File: config.mk
export PLATFORM = sky130hd
export DESIGN_NAME = fifo_read_ctrl
export DESIGN_NICKNAME = d
export VERILOG_FILES = /design/src/rtl/fifo_read_ctrl.sv
export SDC_FILE = /design/constraint.sdc
export NUM_CORES = 1
export LEC_CHECK = 0
export CORE_UTILIZATION = 49
export CTS_BUF_LIST = sky130_fd_sc_hd__clkbuf_4 sky130_fd_sc_hd__clkbuf_8 sky130_fd_sc_hd__clkbuf_16
export DETAILED_ROUTE_END_ITERATION = 10
export PLACE_DENSITY = 0.94
export SLEW_MARGIN = 10
export SYNTH_ARGS = -nofsm -noshare
export SYNTH_HDL_FRONTEND = slang
export SYNTH_SLANG_ARGS = --single-unit
export TNS_END_PERCENT = 10
File: constraint.sdc
create_clock -name readClkIn -period 8.83 [get_ports readClkIn]
set_input_delay 1.766 -clock readClkIn [delete_from_list [all_inputs] [get_ports readClkIn]]
set_output_delay 1.766 -clock readClkIn [all_outputs]
set_load 0.03 [all_outputs]
File: src/rtl/fifo_read_ctrl.sv
// fifo_read_ctrl: read side of an async FIFO with write-pointer sync, Gray read pointer and a prefetched valid/ready output stage
module fifo_read_ctrl #(
  parameter int dataWidth         = 8,
  parameter int addrWidth         = 4,
  parameter int almostEmptyThresh = 2,
  parameter int syncStages        = 2
) (
  input  logic                 readClkIn,
  input  logic                 readResetNIn,
  input  logic [addrWidth:0]   writePtrGrayIn,
  input  logic [dataWidth-1:0] memDataIn,
  output logic [addrWidth-1:0] readAddrOut,
  output logic [addrWidth:0]   readPtrGrayOut,
  output logic [dataWidth-1:0] dataOut,
  output logic                 dataValidOut,
  input  logic                 dataReadyIn,
  output logic                 fifoEmptyOut,
  output logic                 almostEmptyOut,
  output logic [addrWidth:0]   fillLevelOut
);
  localparam int PW = addrWidth + 1;

  logic [syncStages-1:0][PW-1:0] r_sync;
  logic [PW-1:0]                 r_ptr_bin, r_ptr_gray;
  logic [dataWidth-1:0]          r_data;
  logic                          r_valid;
  logic [PW-1:0]                 w_wgray_sync, w_wbin_sync, w_ptr_bin_nxt;
  logic                          w_mem_empty, w_pop;

  function automatic logic [PW-1:0] gray2bin(input logic [PW-1:0] g);
    logic [PW-1:0] b;
    b = g;
    for (int i = 1; i < PW; i++) b ^= g >> i;
    return b;
  endfunction

  assign w_wgray_sync  = r_sync[syncStages-1];
  assign w_wbin_sync   = gray2bin(w_wgray_sync);
  assign w_ptr_bin_nxt = r_ptr_bin + PW'(1);
  // Empty is judged on the registered Gray pointers only, so it never glitches
  assign w_mem_empty   = (r_ptr_gray == w_wgray_sync);
  // Refill the output stage whenever it is free or being drained this cycle
  assign w_pop         = ~w_mem_empty & (~r_valid | dataReadyIn);

  assign readAddrOut    = r_ptr_bin[addrWidth-1:0];
  assign readPtrGrayOut = r_ptr_gray;
  assign dataOut        = r_data;
  assign dataValidOut   = r_valid;
  assign fillLevelOut   = w_wbin_sync - r_ptr_bin;
  assign fifoEmptyOut   = w_mem_empty & ~r_valid;
  assign almostEmptyOut = (fillLevelOut <= PW'(almostEmptyThresh));

  // Bring the write-domain Gray pointer across through a flop chain
  always_ff @(posedge readClkIn or negedge readResetNIn)
    if (!readResetNIn) r_sync <= '0;
    else               r_sync <= {r_sync[syncStages-2:0], writePtrGrayIn};

  // Read pointer and output stage advance together on a pop; dataOut is kept when drained
  always_ff @(posedge readClkIn or negedge readResetNIn)
    if (!readResetNIn) begin
      r_ptr_bin  <= '0;
      r_ptr_gray <= '0;
      r_data     <= '0;
      r_valid    <= 1'b0;
    end else if (w_pop) begin
      r_ptr_bin  <= w_ptr_bin_nxt;
      r_ptr_gray <= w_ptr_bin_nxt ^ (w_ptr_bin_nxt >> 1);
      r_data     <= memDataIn;
      r_valid    <= 1'b1;
    end else if (r_valid && dataReadyIn) begin
      r_valid    <= 1'b0;
    end
endmodule

## Yosys cells after proc, flatten, opt, wreduce, memory -nomap -nowiden

Index checks and enable logic that the tools add are counted.

| storage, ports and cells | value |
|---|---|
| bits in registers | 29 |
| input bits | 16 |
| output and inout bits | 25 |
| logic and storage cells | 24 |

| operators by class | value |
|---|---|
| $add $sub $neg | 2 |
| order comparisons | 1 |
| equal/unequal tests | 1 |
| multiplexer cells | 2 |
| bitwise logic cells | 10 |
| reductions and logical operators | 2 |

Operator list:

| operator | count |
|---|---|
| XOR 5 x 4 -> 5 bit | 2 |
| adder 5 x 1 -> 5 bit, second input constant | 1 |
| == test 5 bit | 1 |
| less-or-equal comparator 5 x 2 -> 1 bit, second input constant | 1 |
| subtractor 5 bit | 1 |
| XOR 5 x 1 -> 5 bit | 1 |
| XOR 5 x 2 -> 5 bit | 1 |
| XOR 5 x 3 -> 5 bit | 1 |
| AND 1 bit | 2 |
| 2-to-1 mux 1 bit | 2 |
| inverter 1 bit | 2 |
| nonzero test 2 bit | 1 |
| logical AND 1 bit | 1 |
| bitwise OR 1 bit | 1 |

## Longest topological paths before layout

| depth | value |
|---|---|
| depth after elaboration | 6 |
| gate-level depth with buffers | 11 |
| gate-level depth less buffers | 11 |

## Worst setup path before layout

Ideal clock, no wire load.

| timing path | value |
|---|---|
| kind | flip-flop to output port |
| start point | reg r_sync (netlist bit w_wgray_sync[3]) |
| end point | out almostEmptyOut |
| arrival time | 3.940 ns |
| data required time | 7.064 ns |
| setup slack | 3.124 ns |
| stages on the path, launching flop included | 12 |
| buffers on the path | 0 |
| cell sequence | dfrtp_1 xor2_2 xor2_2 xor2_2 xnor2_1 ha_1 inv_1 fa_1 a21o_1 a21oi_1 xor2_1 a2111oi_0 |

| on the way | value |
|---|---|
| word-level cells in the longest chain between the ends | 6 |

Ends and longest elaborated chain:

| element | RTL line | source |
|---|---|---|
| start, declared | 23 | `logic [syncStages-1:0][PW-1:0] r_sync;` |
| start signal, assigned | 56 | `else r_sync <= {r_sync[syncStages-2:0], writePtrGrayIn};` |
| XOR 5 x 4 -> 5 bit | 33 | `for (int i = 1; i < PW; i++) b ^= g >> i;` |
| XOR 5 x 3 -> 5 bit | 33 |  |
| XOR 5 x 2 -> 5 bit * | 33 |  |
| XOR 5 x 1 -> 5 bit * | 33 |  |
| subtractor 5 bit * | 49 | `assign fillLevelOut = w_wbin_sync - r_ptr_bin;` |
| via fillLevelOut[4] | 19 | `output logic [addrWidth:0] fillLevelOut` |
| less-or-equal comparator 5 x 2 -> 1 bit * | 51 | `assign almostEmptyOut = (fillLevelOut <= PW'(almostEmptyThresh));` |
| end, declared | 18 | `output logic almostEmptyOut,` |

Mark *: on every way through the listed nets, which the timed path passes. The rest lies on a longest branch.

## Worst setup path after layout

| timing path | value |
|---|---|
| start point | reg r_sync (netlist bit w_wgray_sync[3]) |
| end point | out almostEmptyOut |

| on the way | value |
|---|---|
| word-level cells in the longest chain between the ends | 6 |

Ends and longest elaborated chain:

| element | RTL line |
|---|---|
| XOR 5 x 4 -> 5 bit | 33 |
| XOR 5 x 3 -> 5 bit | 33 |
| XOR 5 x 2 -> 5 bit * | 33 |
| XOR 5 x 1 -> 5 bit * | 33 |
| subtractor 5 bit * | 49 |
| less-or-equal comparator 5 x 2 -> 1 bit * | 51 |

Mark *: on every way between the ends. The rest lies on a longest branch, timed or not.

==> results.tsv <==
stage	metric	value	unit
run_status	outcome	finished clean	
finish	final_core_utilization	71.27	%
routing	vias_per_cell	5.094	
grt	grtUsageTotal	21.15	%
synth	synth.net_count	141	
finish	nNetsFinal	184	
critical_path	critPathKind	reg -> out	
clock_network	htree_num_levels	1	
finish	syn_to_final_growth	37.05	%
job	cap_viol_max_count	0	
finish	antennaDiodeCount	0	
floorplan	die_h	53.51	um
routing	wire_per_inst	13.49	um
finish	fillers	174	
routing	met3WireLength	172	um
critical_path	slowest_delay	750	ps
clock_network	cts.repair.resized	0	
clock_network	root_buffer	clkbuf_4	
critical_path	crit_chain	xor2_2 > xor2_2 > xor2_2 > xnor2_1 > ha_1 > inv_1 > fa_1 > a21o_1 > a21oi_1 > xor2_1 > a2111oi_0 > clkdlybuf4s50_1	
sta	fin_crit_sh	63.25	%
sta	fmaxAchievable	0.1790	GHz
clock_network	cts.sinks	28	
sta	slew_violations	0	
clock_network	cts_tree	done	
sta	fin_setup_tns	0	ps
synth	synth_top_area_share	53.90	%
routing	route.met2.wl	1331	um
grt	grt_pass1_wl	4146	um
synth	synth_seq_cells	28	
routing	first_iter_violations	15	
synth	syn_avg_cell_area	10.92	um2
synth	syn_area	1300	um2
grt	antenna_found_initial	0	
worst_hold_path	hold_path.class	reg -> reg	
critical_path	cp-start-kind	flop	
synth	ys_warn_count	0	
clock_network	clock_latency	310	ps
sta	tightest_slew	740.6	ps
clock_network	postCtsSetupBuffers	0	
pwr	p_leak	0.0007959	uW
clock_network	ctsHoldBuffers	0	
synth	netlist_top_cells_area	dfrtp_1 (54%), nand2_1 (9.0%), xnor2_1 (8.1%)	
pwr	irDropWorstVdd	308.8	uV
routing	drc_errors	0	
routing	drtPass1Iterations	4	
floorplan	fp.coreArea	2500	um2
floorplan	std_cell_rows	18	
critical_path	crit_arrival	3820	ps
synth	synth_top_area_cell	dfrtp_1	
sta	period_needed	5585	ps
routing	routed_wl	2576	um
routing	wl_met1	1026	um
routing	top_layer	met4	
floorplan	die_area	2863	um2
placement	portBuffers	40	
floorplan	initial_core_util	52.00	%
sta	slew_headroom	50.62	%
placement	place.gp.congestion	0.8382	
sta	setup_viol	0	
critical_path	crit_fanout	3	
routing	vias	973	
sta	fin_worst_skew	3.093	ps
clock_network	cts.clk_slew.worst_paths	140	ps
pwr	powerDensity	405.0	nW/um2
critical_path	cp_data_required_time	7060	ps
floorplan	dieWidth	53.51	um
grt	grt_pass1_vias	976	
floorplan	io_pins	41	
grt	globalRouteOverflowTotal	0	
critical_path	worstSetupEndpointType	output port	
placement	hpwl	1979	um
sta	rsz0062_at_grt	no	
clock_network	clock_path_buffers	2	
sta	hold_viol	0	
clock_network	numCtsBuffers	3	
synth	seq_area_frac_synth	53.90	%
synth	syn_inst	119	
routing	ant_nets	0	
finish	drive_gt1_share	6.211	%
synth	synth_cell_types	27	
critical_path	crit_slowest_cell	clkdlybuf4s50_1	
critical_path	cp_common_cell	xor2_2	
grt	grt_max_degree	29	
-- routing by layer --
layer / track usage, % / vias to the layer above
met4: 10.53 / 0
met3: 5.747 / 8
met5: 0 / -
li1: - / 459
met2: 36.04 / 48
met1: 24.25 / 458
-- power breakdown --
part | switching [uW] | total (uW) | internal (uW)
registers | 38.3 | 199 | 161
clock network | 35.1 | 80.9 | 45.9
logic | 252 | 441 | 190
total | 325 | 722 | 396
-- final timing paths --
check	start	end	slack (ps)	cells after the start
max	w_wgray_sync[3]	almostEmptyOut	3240	12
min	r_sync[2]	w_wgray_sync[2]	370	0
max reg2reg	w_wgray_sync[1]	r_ptr_bin[4]	6870	5
min reg2reg	r_sync[2]	w_wgray_sync[2]	370	0
max in group asynchronous	readResetNIn	readPtrGrayOut[3]	6780	2
min in group asynchronous	readResetNIn	r_sync[1]	1800	2
-- flip-flops by register name (all words and copies together), names as in the netlist --
name,count
readPtrGrayOut,4
r_sync,5
dataOut,8
dataValidOut,1
r_ptr_bin,5
w_wgray_sync,5
-- cell families after synthesis --
logic type,synth area share (%)
AOI/OAI and AO/OA,6.738
xor gates and xnor gates,17.13
adders and majority gates,6.352
buffers and inverters,2.695
DFF,53.90
and+or+nand+nor,13.19
-- cells in the final DEF, fill, tap and decap left out --
master / n
o21ai_2: 1
xnor2_1: 12
a21oi_1: 2
o21ai_0: 4
a31oi_1: 1
and2_1: 1
o21a_1: 1
nand3_1: 1
buf_4: 1
clkbuf_4: 3
dfrtp_1: 28
o21ai_1: 1
nor2_1: 2
bufinv_16: 1
o22ai_1: 1
xor2_2: 4
clkdlybuf4s50_1: 40
nand2b_1: 3
nand2_1: 31
a21o_1: 2
xor2_1: 6
fa_1: 1
a2111oi_0: 1
and3_1: 1
inv_1: 5
nand4_1: 1
nor3_1: 1
ha_1: 5
-- final cells by class --
| class | count | area, um2 | share of cell area [%] |
|---|---|---|---|
| clock buffers | 3 | 22.52 | 1.264 |
| repair buffers | 41 | 407.9 | 22.89 |
| well taps | 30 | 37.54 | 2.107 |
| flip-flops and latches | 28 | 700.7 | 39.33 |
| multi-input cells | 83 | 564.3 | 31.67 |
| clock inverters | 1 | 30.03 | 1.685 |
| inverters | 5 | 18.77 | 1.053 |
-- synthesized netlist by cell type, drive strengths merged --
master / n
xnor2: 12
clkbuf: 1
nand3: 1
nand2: 31
a21oi: 2
nand4: 1
o21a: 1
inv: 5
and3: 1
o21ai: 6
a31oi: 1
nor3: 1
fa: 1
a2111oi: 1
and2: 1
a21o: 2
dfrtp: 28
xor2: 10
nand2b: 3
buf: 2
o22ai: 1
ha: 5
nor2: 2
-- worst max-delay path: cells and delay by family (launching register included) --
kind                       cells  cell delay [ps]
buffers and inverters          2              810
DFF                            1              440
adders and majority gates      2              570
xor gates and xnor gates       5              980
AOI/OAI and AO/OA              3              700
-- stage by stage --
step           hold WS [ps]  total power (uW)  instances  worst slack (ps)  instance area (um2)
3_3_place_gp          333.3             624.5        187              3770                 1729
4_1_cts               366.8             726.9        191              3193                 1782
5_1_grt               371.3             767.3        191              2959                 1782
2_1_floorplan         331.2             480.0        119              3124                 1300
6_report              365.9             721.5        191              3245                 1782
3_5_place_dp          334.7             642.8        187              3565                 1729
No activity file was read; power rests on OpenSTA's default activity.
